$ cat config.mk
export PLATFORM = sky130hd
export DESIGN_NAME = mem_port_arbiter_flat
export DESIGN_NICKNAME = d
export VERILOG_FILES = /design/src/rtl/mem_arb_pkg.sv /design/src/rtl/mem_port_arbiter_if.sv /design/src/rtl/mem_lane_ctrl.sv /design/src/rtl/mem_port_arbiter.sv /design/src/flat_wrapper.sv
export SDC_FILE = /design/constraint.sdc
export NUM_CORES = 1
export LEC_CHECK = 0
export CORE_MARGIN = 5
export CORE_UTILIZATION = 35
export CTS_BUF_LIST = sky130_fd_sc_hd__clkbuf_16
export CTS_CLUSTER_SIZE = 16
export DETAILED_ROUTE_END_ITERATION = 16
export MAX_ROUTING_LAYER = met4
export PLACE_DENSITY = 0.73
export SYNTH_ARGS = -nofsm -noshare
export SYNTH_HDL_FRONTEND = slang
export SYNTH_HIERARCHICAL = 1
export SYNTH_SLANG_ARGS = --single-unit
$ cat constraint.sdc
create_clock -name clk -period 1.83 [get_ports clk]
set_input_delay 0.366 -clock clk [delete_from_list [all_inputs] [get_ports clk]]
set_output_delay 0.366 -clock clk [all_outputs]
set_load 0.1 [all_outputs]
$ cat src/rtl/mem_arb_pkg.sv
// Shared types and constants for the i/d memory port arbiter.
package mem_arb_pkg;

    // 38-bit access word as presented by the core: {rsvd, size, byte addr, rNw}.
    typedef struct packed {
        logic [2:0]  rsvd;
        logic [1:0]  size;
        logic [31:0] addr;
        logic        rnw;
    } access_t;

    localparam int ACC_W = $bits(access_t);

    localparam logic [1:0] SZ_B   = 2'd0;
    localparam logic [1:0] SZ_H   = 2'd1;
    localparam logic [1:0] SZ_W   = 2'd2;
    localparam logic [1:0] SZ_BAD = 2'd3;

    localparam logic [31:0] DEF_FILL    = 32'hAAAA_AAAA;
    localparam logic [31:0] ABORT_RDATA = 32'hFFFF_FFFF;

    typedef enum logic [1:0] {
        ST_IDLE,
        ST_ISSUE,
        ST_CAPTURE,
        ST_ACK
    } state_e;

endpackage

$ cat src/rtl/mem_port_arbiter_if.sv
// Core-side req/ack ports, SRAM macro port and tube outputs of the arbiter.
interface mem_port_arbiter_if
    import mem_arb_pkg::*;
#(
    parameter int ADDR_W = 16
);
    logic             i_req, i_ack, i_priv, i_abort;
    logic [ACC_W-1:0] i_access;
    logic [31:0]      i_rdata;

    logic             d_req, d_ack, d_priv, d_abort;
    logic [ACC_W-1:0] d_access;
    logic [31:0]      d_rdata, d_wdata;

    logic             sram_en, sram_we;
    logic [3:0]       sram_be;
    logic [ADDR_W-1:0] sram_addr;
    logic [31:0]      sram_wdata, sram_rdata;

    logic             tube_valid, sim_exit;
    logic [7:0]       tube_data;

    modport slave (
        input  i_req, i_access, i_priv, d_req, d_access, d_priv, d_wdata, sram_rdata,
        output i_ack, i_rdata, i_abort, d_ack, d_rdata, d_abort,
               sram_en, sram_we, sram_be, sram_addr, sram_wdata,
               tube_valid, tube_data, sim_exit
    );

    modport master (
        output i_req, i_access, i_priv, d_req, d_access, d_priv, d_wdata, sram_rdata,
        input  i_ack, i_rdata, i_abort, d_ack, d_rdata, d_abort,
               sram_en, sram_we, sram_be, sram_addr, sram_wdata,
               tube_valid, tube_data, sim_exit
    );
endinterface

$ cat src/rtl/mem_lane_ctrl.sv
// Size + low address bits -> SRAM byte enables and the matching 32-bit read-lane mask.
module mem_lane_ctrl
    import mem_arb_pkg::*;
(
    input  logic [1:0]  i_size,
    input  logic [1:0]  i_addr_lo,
    output logic [3:0]  o_be,
    output logic [31:0] o_lane_mask
);

    // Byte enables per size; illegal size selects nothing (that access is aborted anyway).
    always_comb begin
        o_be = 4'b0000;
        case (i_size)
            SZ_W:    o_be = 4'b1111;
            SZ_H:    o_be = i_addr_lo[1] ? 4'b1100 : 4'b0011;
            SZ_B:    o_be = 4'b0001 << i_addr_lo;
            default: o_be = 4'b0000;
        endcase
    end

    // Expand each byte enable across its 8 data bits.
    always_comb begin
        o_lane_mask = '0;
        for (int k = 0; k < 4; k++) begin
            o_lane_mask[8*k +: 8] = {8{o_be[k]}};
        end
    end

endmodule

$ cat src/rtl/mem_port_arbiter.sv
// Shares one single-port SRAM between the i-side and d-side 4-phase req/ack ports,
// with round-robin on contention, access decode/abort and tube write diversion.
module mem_port_arbiter
    import mem_arb_pkg::*;
#(
    parameter int          ADDR_W    = 16,
    parameter logic [31:0] TUBE_ADDR = 32'h0000_C000,
    parameter logic [7:0]  EXIT_CHAR = 8'h04,
    parameter logic [31:0] FILL      = DEF_FILL
) (
    input logic               clk,
    input logic               rst_n,
    mem_port_arbiter_if.slave bus
);

    state_e      r_state, w_next;
    access_t     r_acc, w_sel;
    logic [31:0] r_wdata, r_rdata;
    logic        r_gnt_d, r_last_d, r_abort, r_tube, r_resp_abort;
    logic        w_any, w_gnt_d, w_oor, w_tube, w_abort, w_bypass, w_gnt_req;
    logic        w_en, w_ack, w_tube_hit, w_unused_ok;
    logic [3:0]  w_be;
    logic [31:0] w_mask;

    // Grant: a lone requester wins; on contention the side not granted last time wins.
    assign w_any   = bus.i_req | bus.d_req;
    assign w_gnt_d = bus.d_req & (~bus.i_req | ~r_last_d);
    assign w_sel   = w_gnt_d ? access_t'(bus.d_access) : access_t'(bus.i_access);

    // Decode of the winning access; a tube write is checked before range so it never aborts.
    assign w_oor   = |w_sel.addr[31:ADDR_W+2];
    assign w_tube  = w_gnt_d & ~w_sel.rnw & (w_sel.addr == TUBE_ADDR);
    assign w_abort = ~w_tube & ((~w_gnt_d & ~w_sel.rnw) | w_oor | (w_sel.size == SZ_BAD));

    assign w_bypass  = r_abort | r_tube;
    assign w_gnt_req = r_gnt_d ? bus.d_req : bus.i_req;

    mem_lane_ctrl u_lane (
        .i_size      (r_acc.size),
        .i_addr_lo   (r_acc.addr[1:0]),
        .o_be        (w_be),
        .o_lane_mask (w_mask)
    );

    // State register; reset abandons any access in flight.
    always_ff @(posedge clk or negedge rst_n) begin
        if (!rst_n) r_state <= ST_IDLE;
        else        r_state <= w_next;
    end

    // Next state. Bypassed accesses (abort/tube) still spend the ISSUE cycle, with the
    // SRAM cycle suppressed, so their ack lands one edge earlier than a real access.
    always_comb begin
        w_next = r_state;
        case (r_state)
            ST_IDLE:    if (w_any) w_next = ST_ISSUE;
            ST_ISSUE:   w_next = w_bypass ? ST_ACK : ST_CAPTURE;
            ST_CAPTURE: w_next = ST_ACK;
            ST_ACK:     if (!w_gnt_req) w_next = ST_IDLE;
            default:    w_next = ST_IDLE;
        endcase
    end

    // Grant bookkeeping, access capture and response data.
    always_ff @(posedge clk or negedge rst_n) begin
        if (!rst_n) begin
            r_gnt_d      <= 1'b0;
            r_last_d     <= 1'b0;
            r_acc        <= '0;
            r_wdata      <= '0;
            r_abort      <= 1'b0;
            r_tube       <= 1'b0;
            r_rdata      <= '0;
            r_resp_abort <= 1'b0;
        end else begin
            case (r_state)
                ST_IDLE: if (w_any) begin
                    r_gnt_d <= w_gnt_d;
                    if (bus.i_req && bus.d_req) r_last_d <= w_gnt_d;
                    r_acc   <= w_sel;
                    r_wdata <= bus.d_wdata;
                    r_abort <= w_abort;
                    r_tube  <= w_tube;
                end
                ST_ISSUE: if (w_bypass) begin
                    r_rdata      <= r_abort ? ABORT_RDATA : '0;
                    r_resp_abort <= r_abort;
                end
                ST_CAPTURE: begin
                    r_rdata      <= (bus.sram_rdata & w_mask) | (FILL & ~w_mask);
                    r_resp_abort <= 1'b0;
                end
                default: ;
            endcase
        end
    end

    assign w_en       = (r_state == ST_ISSUE) & ~w_bypass;
    assign w_ack      = (r_state == ST_ACK);
    assign w_tube_hit = (r_state == ST_ISSUE) & r_tube;

    assign bus.sram_en    = w_en;
    assign bus.sram_we    = w_en & ~r_acc.rnw;
    assign bus.sram_be    = w_en ? w_be : 4'b0000;
    assign bus.sram_addr  = r_acc.addr[ADDR_W+1:2];
    assign bus.sram_wdata = r_wdata;

    assign bus.i_ack   = w_ack & ~r_gnt_d;
    assign bus.d_ack   = w_ack & r_gnt_d;
    assign bus.i_rdata = r_gnt_d ? 32'h0 : r_rdata;
    assign bus.d_rdata = r_gnt_d ? r_rdata : 32'h0;
    assign bus.i_abort = ~r_gnt_d & r_resp_abort;
    assign bus.d_abort = r_gnt_d & r_resp_abort;

    assign bus.tube_valid = w_tube_hit & (r_wdata[7:0] != EXIT_CHAR);
    assign bus.sim_exit   = w_tube_hit & (r_wdata[7:0] == EXIT_CHAR);
    assign bus.tube_data  = r_wdata[7:0];

    // Privilege is carried for tube/debug consumers only; reserved and upper address bits
    // are decoded before registering and not needed afterwards.
    assign w_unused_ok = ^{bus.i_priv, bus.d_priv, r_acc.rsvd, r_acc.addr[31:ADDR_W+2]};

endmodule

$ cat src/flat_wrapper.sv
// flat-port wrapper written by rule: the top's interface ports become plain ports
module mem_port_arbiter_flat import mem_arb_pkg::*;
#(
    parameter int          ADDR_W    = 16,
    parameter logic [31:0] TUBE_ADDR = 32'h0000_C000,
    parameter logic [7:0]  EXIT_CHAR = 8'h04,
    parameter logic [31:0] FILL      = DEF_FILL
)
  (clk, rst_n, bus_i_req, bus_i_access, bus_i_priv, bus_d_req, bus_d_access, bus_d_priv, bus_d_wdata, bus_sram_rdata, bus_i_ack, bus_i_rdata, bus_i_abort, bus_d_ack, bus_d_rdata, bus_d_abort, bus_sram_en, bus_sram_we, bus_sram_be, bus_sram_addr, bus_sram_wdata, bus_tube_valid, bus_tube_data, bus_sim_exit);
  mem_port_arbiter_if #(.ADDR_W(ADDR_W)) bus_i ();
  input logic clk;
  input logic rst_n;
  input wire logic [$bits(bus_i.i_req)-1:0] bus_i_req;
  input wire logic [$bits(bus_i.i_access)-1:0] bus_i_access;
  input wire logic [$bits(bus_i.i_priv)-1:0] bus_i_priv;
  input wire logic [$bits(bus_i.d_req)-1:0] bus_d_req;
  input wire logic [$bits(bus_i.d_access)-1:0] bus_d_access;
  input wire logic [$bits(bus_i.d_priv)-1:0] bus_d_priv;
  input wire logic [$bits(bus_i.d_wdata)-1:0] bus_d_wdata;
  input wire logic [$bits(bus_i.sram_rdata)-1:0] bus_sram_rdata;
  output wire logic [$bits(bus_i.i_ack)-1:0] bus_i_ack;
  output wire logic [$bits(bus_i.i_rdata)-1:0] bus_i_rdata;
  output wire logic [$bits(bus_i.i_abort)-1:0] bus_i_abort;
  output wire logic [$bits(bus_i.d_ack)-1:0] bus_d_ack;
  output wire logic [$bits(bus_i.d_rdata)-1:0] bus_d_rdata;
  output wire logic [$bits(bus_i.d_abort)-1:0] bus_d_abort;
  output wire logic [$bits(bus_i.sram_en)-1:0] bus_sram_en;
  output wire logic [$bits(bus_i.sram_we)-1:0] bus_sram_we;
  output wire logic [$bits(bus_i.sram_be)-1:0] bus_sram_be;
  output wire logic [$bits(bus_i.sram_addr)-1:0] bus_sram_addr;
  output wire logic [$bits(bus_i.sram_wdata)-1:0] bus_sram_wdata;
  output wire logic [$bits(bus_i.tube_valid)-1:0] bus_tube_valid;
  output wire logic [$bits(bus_i.tube_data)-1:0] bus_tube_data;
  output wire logic [$bits(bus_i.sim_exit)-1:0] bus_sim_exit;
  assign bus_i.i_req = bus_i_req;
  assign bus_i.i_access = bus_i_access;
  assign bus_i.i_priv = bus_i_priv;
  assign bus_i.d_req = bus_d_req;
  assign bus_i.d_access = bus_d_access;
  assign bus_i.d_priv = bus_d_priv;
  assign bus_i.d_wdata = bus_d_wdata;
  assign bus_i.sram_rdata = bus_sram_rdata;
  assign bus_i_ack = bus_i.i_ack;
  assign bus_i_rdata = bus_i.i_rdata;
  assign bus_i_abort = bus_i.i_abort;
  assign bus_d_ack = bus_i.d_ack;
  assign bus_d_rdata = bus_i.d_rdata;
  assign bus_d_abort = bus_i.d_abort;
  assign bus_sram_en = bus_i.sram_en;
  assign bus_sram_we = bus_i.sram_we;
  assign bus_sram_be = bus_i.sram_be;
  assign bus_sram_addr = bus_i.sram_addr;
  assign bus_sram_wdata = bus_i.sram_wdata;
  assign bus_tube_valid = bus_i.tube_valid;
  assign bus_tube_data = bus_i.tube_data;
  assign bus_sim_exit = bus_i.sim_exit;
  mem_port_arbiter #(.ADDR_W(ADDR_W), .TUBE_ADDR(TUBE_ADDR), .EXIT_CHAR(EXIT_CHAR), .FILL(FILL)) u_core (.clk(clk), .rst_n(rst_n), .bus(bus_i));
endmodule
==> results of run 1 <==
==> timing repair <==
| action | CTS | global route |
|---|---|---|
| gates resized for setup | 64 | 10 |
| setup endpoints to repair | 70 | 104 |
| pin swaps | 3 | 3 |
| buffers inserted | 13 | 3 |
| cloned | 5 | 1 |
| hold endpoints to repair | 7 | 0 |
| hold buffers | 1 | 0 |
==> final cells by class <==
cell class | instances | share of cell area [%]
timing repair buffer | 326 | 45.52
multi-input combinational | 325 | 26.40
sequential | 92 | 22.58
tap | 184 | 2.235
clock buffer | 9 | 2.186
inverter | 18 | 0.6558
clock inverter | 7 | 0.4251
==> cell usage after synthesis (2+ instances only) <==
cell      instances  area (um^2)
dfrtp_1          92         2302
buf_4            58        435.4
nand2_1          54        202.7
o21ai_0          40        200.2
nor2b_1          39        244.0
and2_1           38        237.7
mux2_2           33        371.6
mux2i_1          22        220.2
inv_1            18        67.56
clkbuf_1         15        56.30
nand3_1          13        65.06
buf_2            11        55.05
nor4_1           11        68.82
a21o_1           10        75.07
a311oi_1         10        87.58
a31oi_1          10        62.56
nand4_1           9        56.30
nor2_1            8        30.03
a21oi_1           4        20.02
ha_1              4        50.05
o21ai_2           2        17.52
==> state kept, by name, indices dropped and copies added, names as in the netlist <==
name                   count
u_core/bus.sram_wdata     32
u_core/r_rdata            32
u_core/bus.sram_addr      16
u_core/r_acc               5
u_core/r_state             2
u_core/r_abort             1
u_core/r_gnt_d             1
u_core/r_last_d            1
u_core/r_resp_abort        1
u_core/r_tube              1
==> through the flow <==
step                      util, %  hold slack [ns]  setup TNS [ns]  setup WS (ns)  area [um^2]
final                       71.43           0.4152          -3.862        -0.2157        10300
after global routing        71.43           0.4249          -6.688        -0.2940        10300
after CTS                   71.41           0.3889          -6.055        -0.2355        10300
after detailed placement    66.17           0.1990          -3.612        -0.1078         9544
after global placement      66.17           0.1976          -1.276       -0.09452         9544
after floorplan                 -          0.07041          -20.44        -0.8059         5512
==> logic make-up (layout without fill, tap and decap cells) <==
logic type | after synthesis | in the layout | share of synthesized area [%]
AO/OA/AOI/OAI | 84 | 84 | 10.34
XOR/XNOR | 1 | 1 | 0.1719
adder cells (fa/ha/maj) | 4 | 4 | 0.9821
buffers and inverters | 103 | 360 | 12.28
flip-flops | 92 | 92 | 45.18
multiplexers | 55 | 55 | 11.61
AND/OR/NAND/NOR | 181 | 181 | 19.45
==> routing by layer <==
layer  vias up  GRT usage [%]  part of all wire (%)
met5         -              -                     0
met4         0          6.655                   1.8
met3        24          4.837                   7.3
met2       216          39.30                    55
met1      2253          22.92                    36
li1       2227              -                     -
==> worst paths after layout <==
path | slack (ns) | to | cells after the start
max in group asynchronous | 0.77 | u_core/bus.sram_wdata[1] | 3
worst min-delay path | 0.42 | u_core/r_resp_abort | 2
worst max register to register | 0.06 | u_core/r_rdata[5] | 9
min in group clk | 0.49 | u_core/r_acc[1] | 2
worst min register to register | 0.49 | u_core/r_acc[1] | 2
worst max-delay path | -0.22 | bus_sram_we | 6
==> out/metrics.yaml, run 1 <==
status: "complete, but fails checks"
violations: "setup timing"
wl_per_cell_um: 18.77
multiInputGateArea_um2: 2720
drc_errors: 0
antenna_found_initial: 0
clkLatencyLatePin_ns: 0.34
cts_tree: "yes"
drive_gt1_share_pct: 45.05
worst_pin_slew_ns: 0.4398
path_class: "reg -> out"
row_count: 44
maxClockFrequency_mhz: 488.8
numPortBuffers: 269
min_period_ns: 2.046
synthToLayoutAreaGrowth_pct: 102.2
viasPerCell: 4.912
cp.buffers_inverters: 3
vias: 4720
synth_async_sr_flop_share_pct: 100.0
grtUsageTotal_pct: 21.44
grt_max_degree: 57
synth_cell_types: 40
ys.warnings.count: 6
place_congestion: 0.8877
fill_cells: 988
hold_viol_final: 0
max_stage_delay_ns: 0.39
synth_edf_count: 0
synthFlopType: "dfrtp_1"
final_common_cell: "buf_12"
drtIter0Drc: 215
setup_viol: 70
syn_nets: 670
dp.cells: 925
chipWidth_um: 130.7
cts_root_buf: "clkbuf_16"
grt_pass1_vias: 5226
period_share_pct: 111.8
fin_nets: 922
clockBufferDepth: 2
diodes: 0
required_ns: 1.46
maxCapViolCount: 0
drv_slew: 0
synth.cell_area_um2: 5096
syn-mean-instance-area_um2: 9.800
final_cell_mix: "buf_12 (146), clkdlybuf4s50_1 (136), dfrtp_1 (83)"
timing.final.ws_setup_ns: -0.2157
layout.cells.non_filler: 961
clk_pin_slew_ns: 0.06
critical_path.max_fanout: 3
hpwl_um: 13860
rr_startpoint: "u_core/r_state[0]"
grt_overflow: 0
dieArea_um2: 17070
cp-start-kind: "register"
cp-end-kind: "primary output"
crit_family: "simple AND/OR/NAND/NOR gates"
rsz0062_at_grt: "true"
ys_ff_latch: 92
dr.pass1.iters: 4
max-slew-margin-rel_pct: 70.57
crit_path_top_delay_cell: "dfrtp_1"
grt_first_pass_wirelength_um: 27320
hp-class: "in -> async"
start_util_pct: 35.33
pin_count: 278
setup.worst_path.start: "u_core/r_state[1]"
crit_path_cell_trace: "inv_2, ha_4, nor3b_4, buf_6, nor2b_4, buf_12"
wl_um: 18040
htree_levels: 3
syn-instance-count: 520
cts.sinks: 92
fin_skew_ns: 0.008521
core_area_um2: 14420
cp.arrival_ns: 1.68
regArea_um2: 2326
ys_seq_area_share_pct: 45.18
antenna_left: 0
cts_made_buffers: 9
die-height_um: 130.7
Power of run 1 is not shown: default switching activity piles up to over one toggle a cycle in this logic, so the estimate is an artifact.
==> run 2, diff against run 1 <==
--- a/config.mk
+++ b/config.mk
@@ -10,6 +10,7 @@
 export CTS_BUF_LIST = sky130_fd_sc_hd__clkbuf_16
 export CTS_CLUSTER_SIZE = 16
 export DETAILED_ROUTE_END_ITERATION = 16
+export GPL_TIMING_DRIVEN = 1
 export MAX_ROUTING_LAYER = met4
 export PLACE_DENSITY = 0.73
 export SYNTH_ARGS = -nofsm -noshare
==> results of run 2 <==
The final DEF is identical to that of run 1; final timing and power are the same.
Power of run 2 is left out for the same reason.
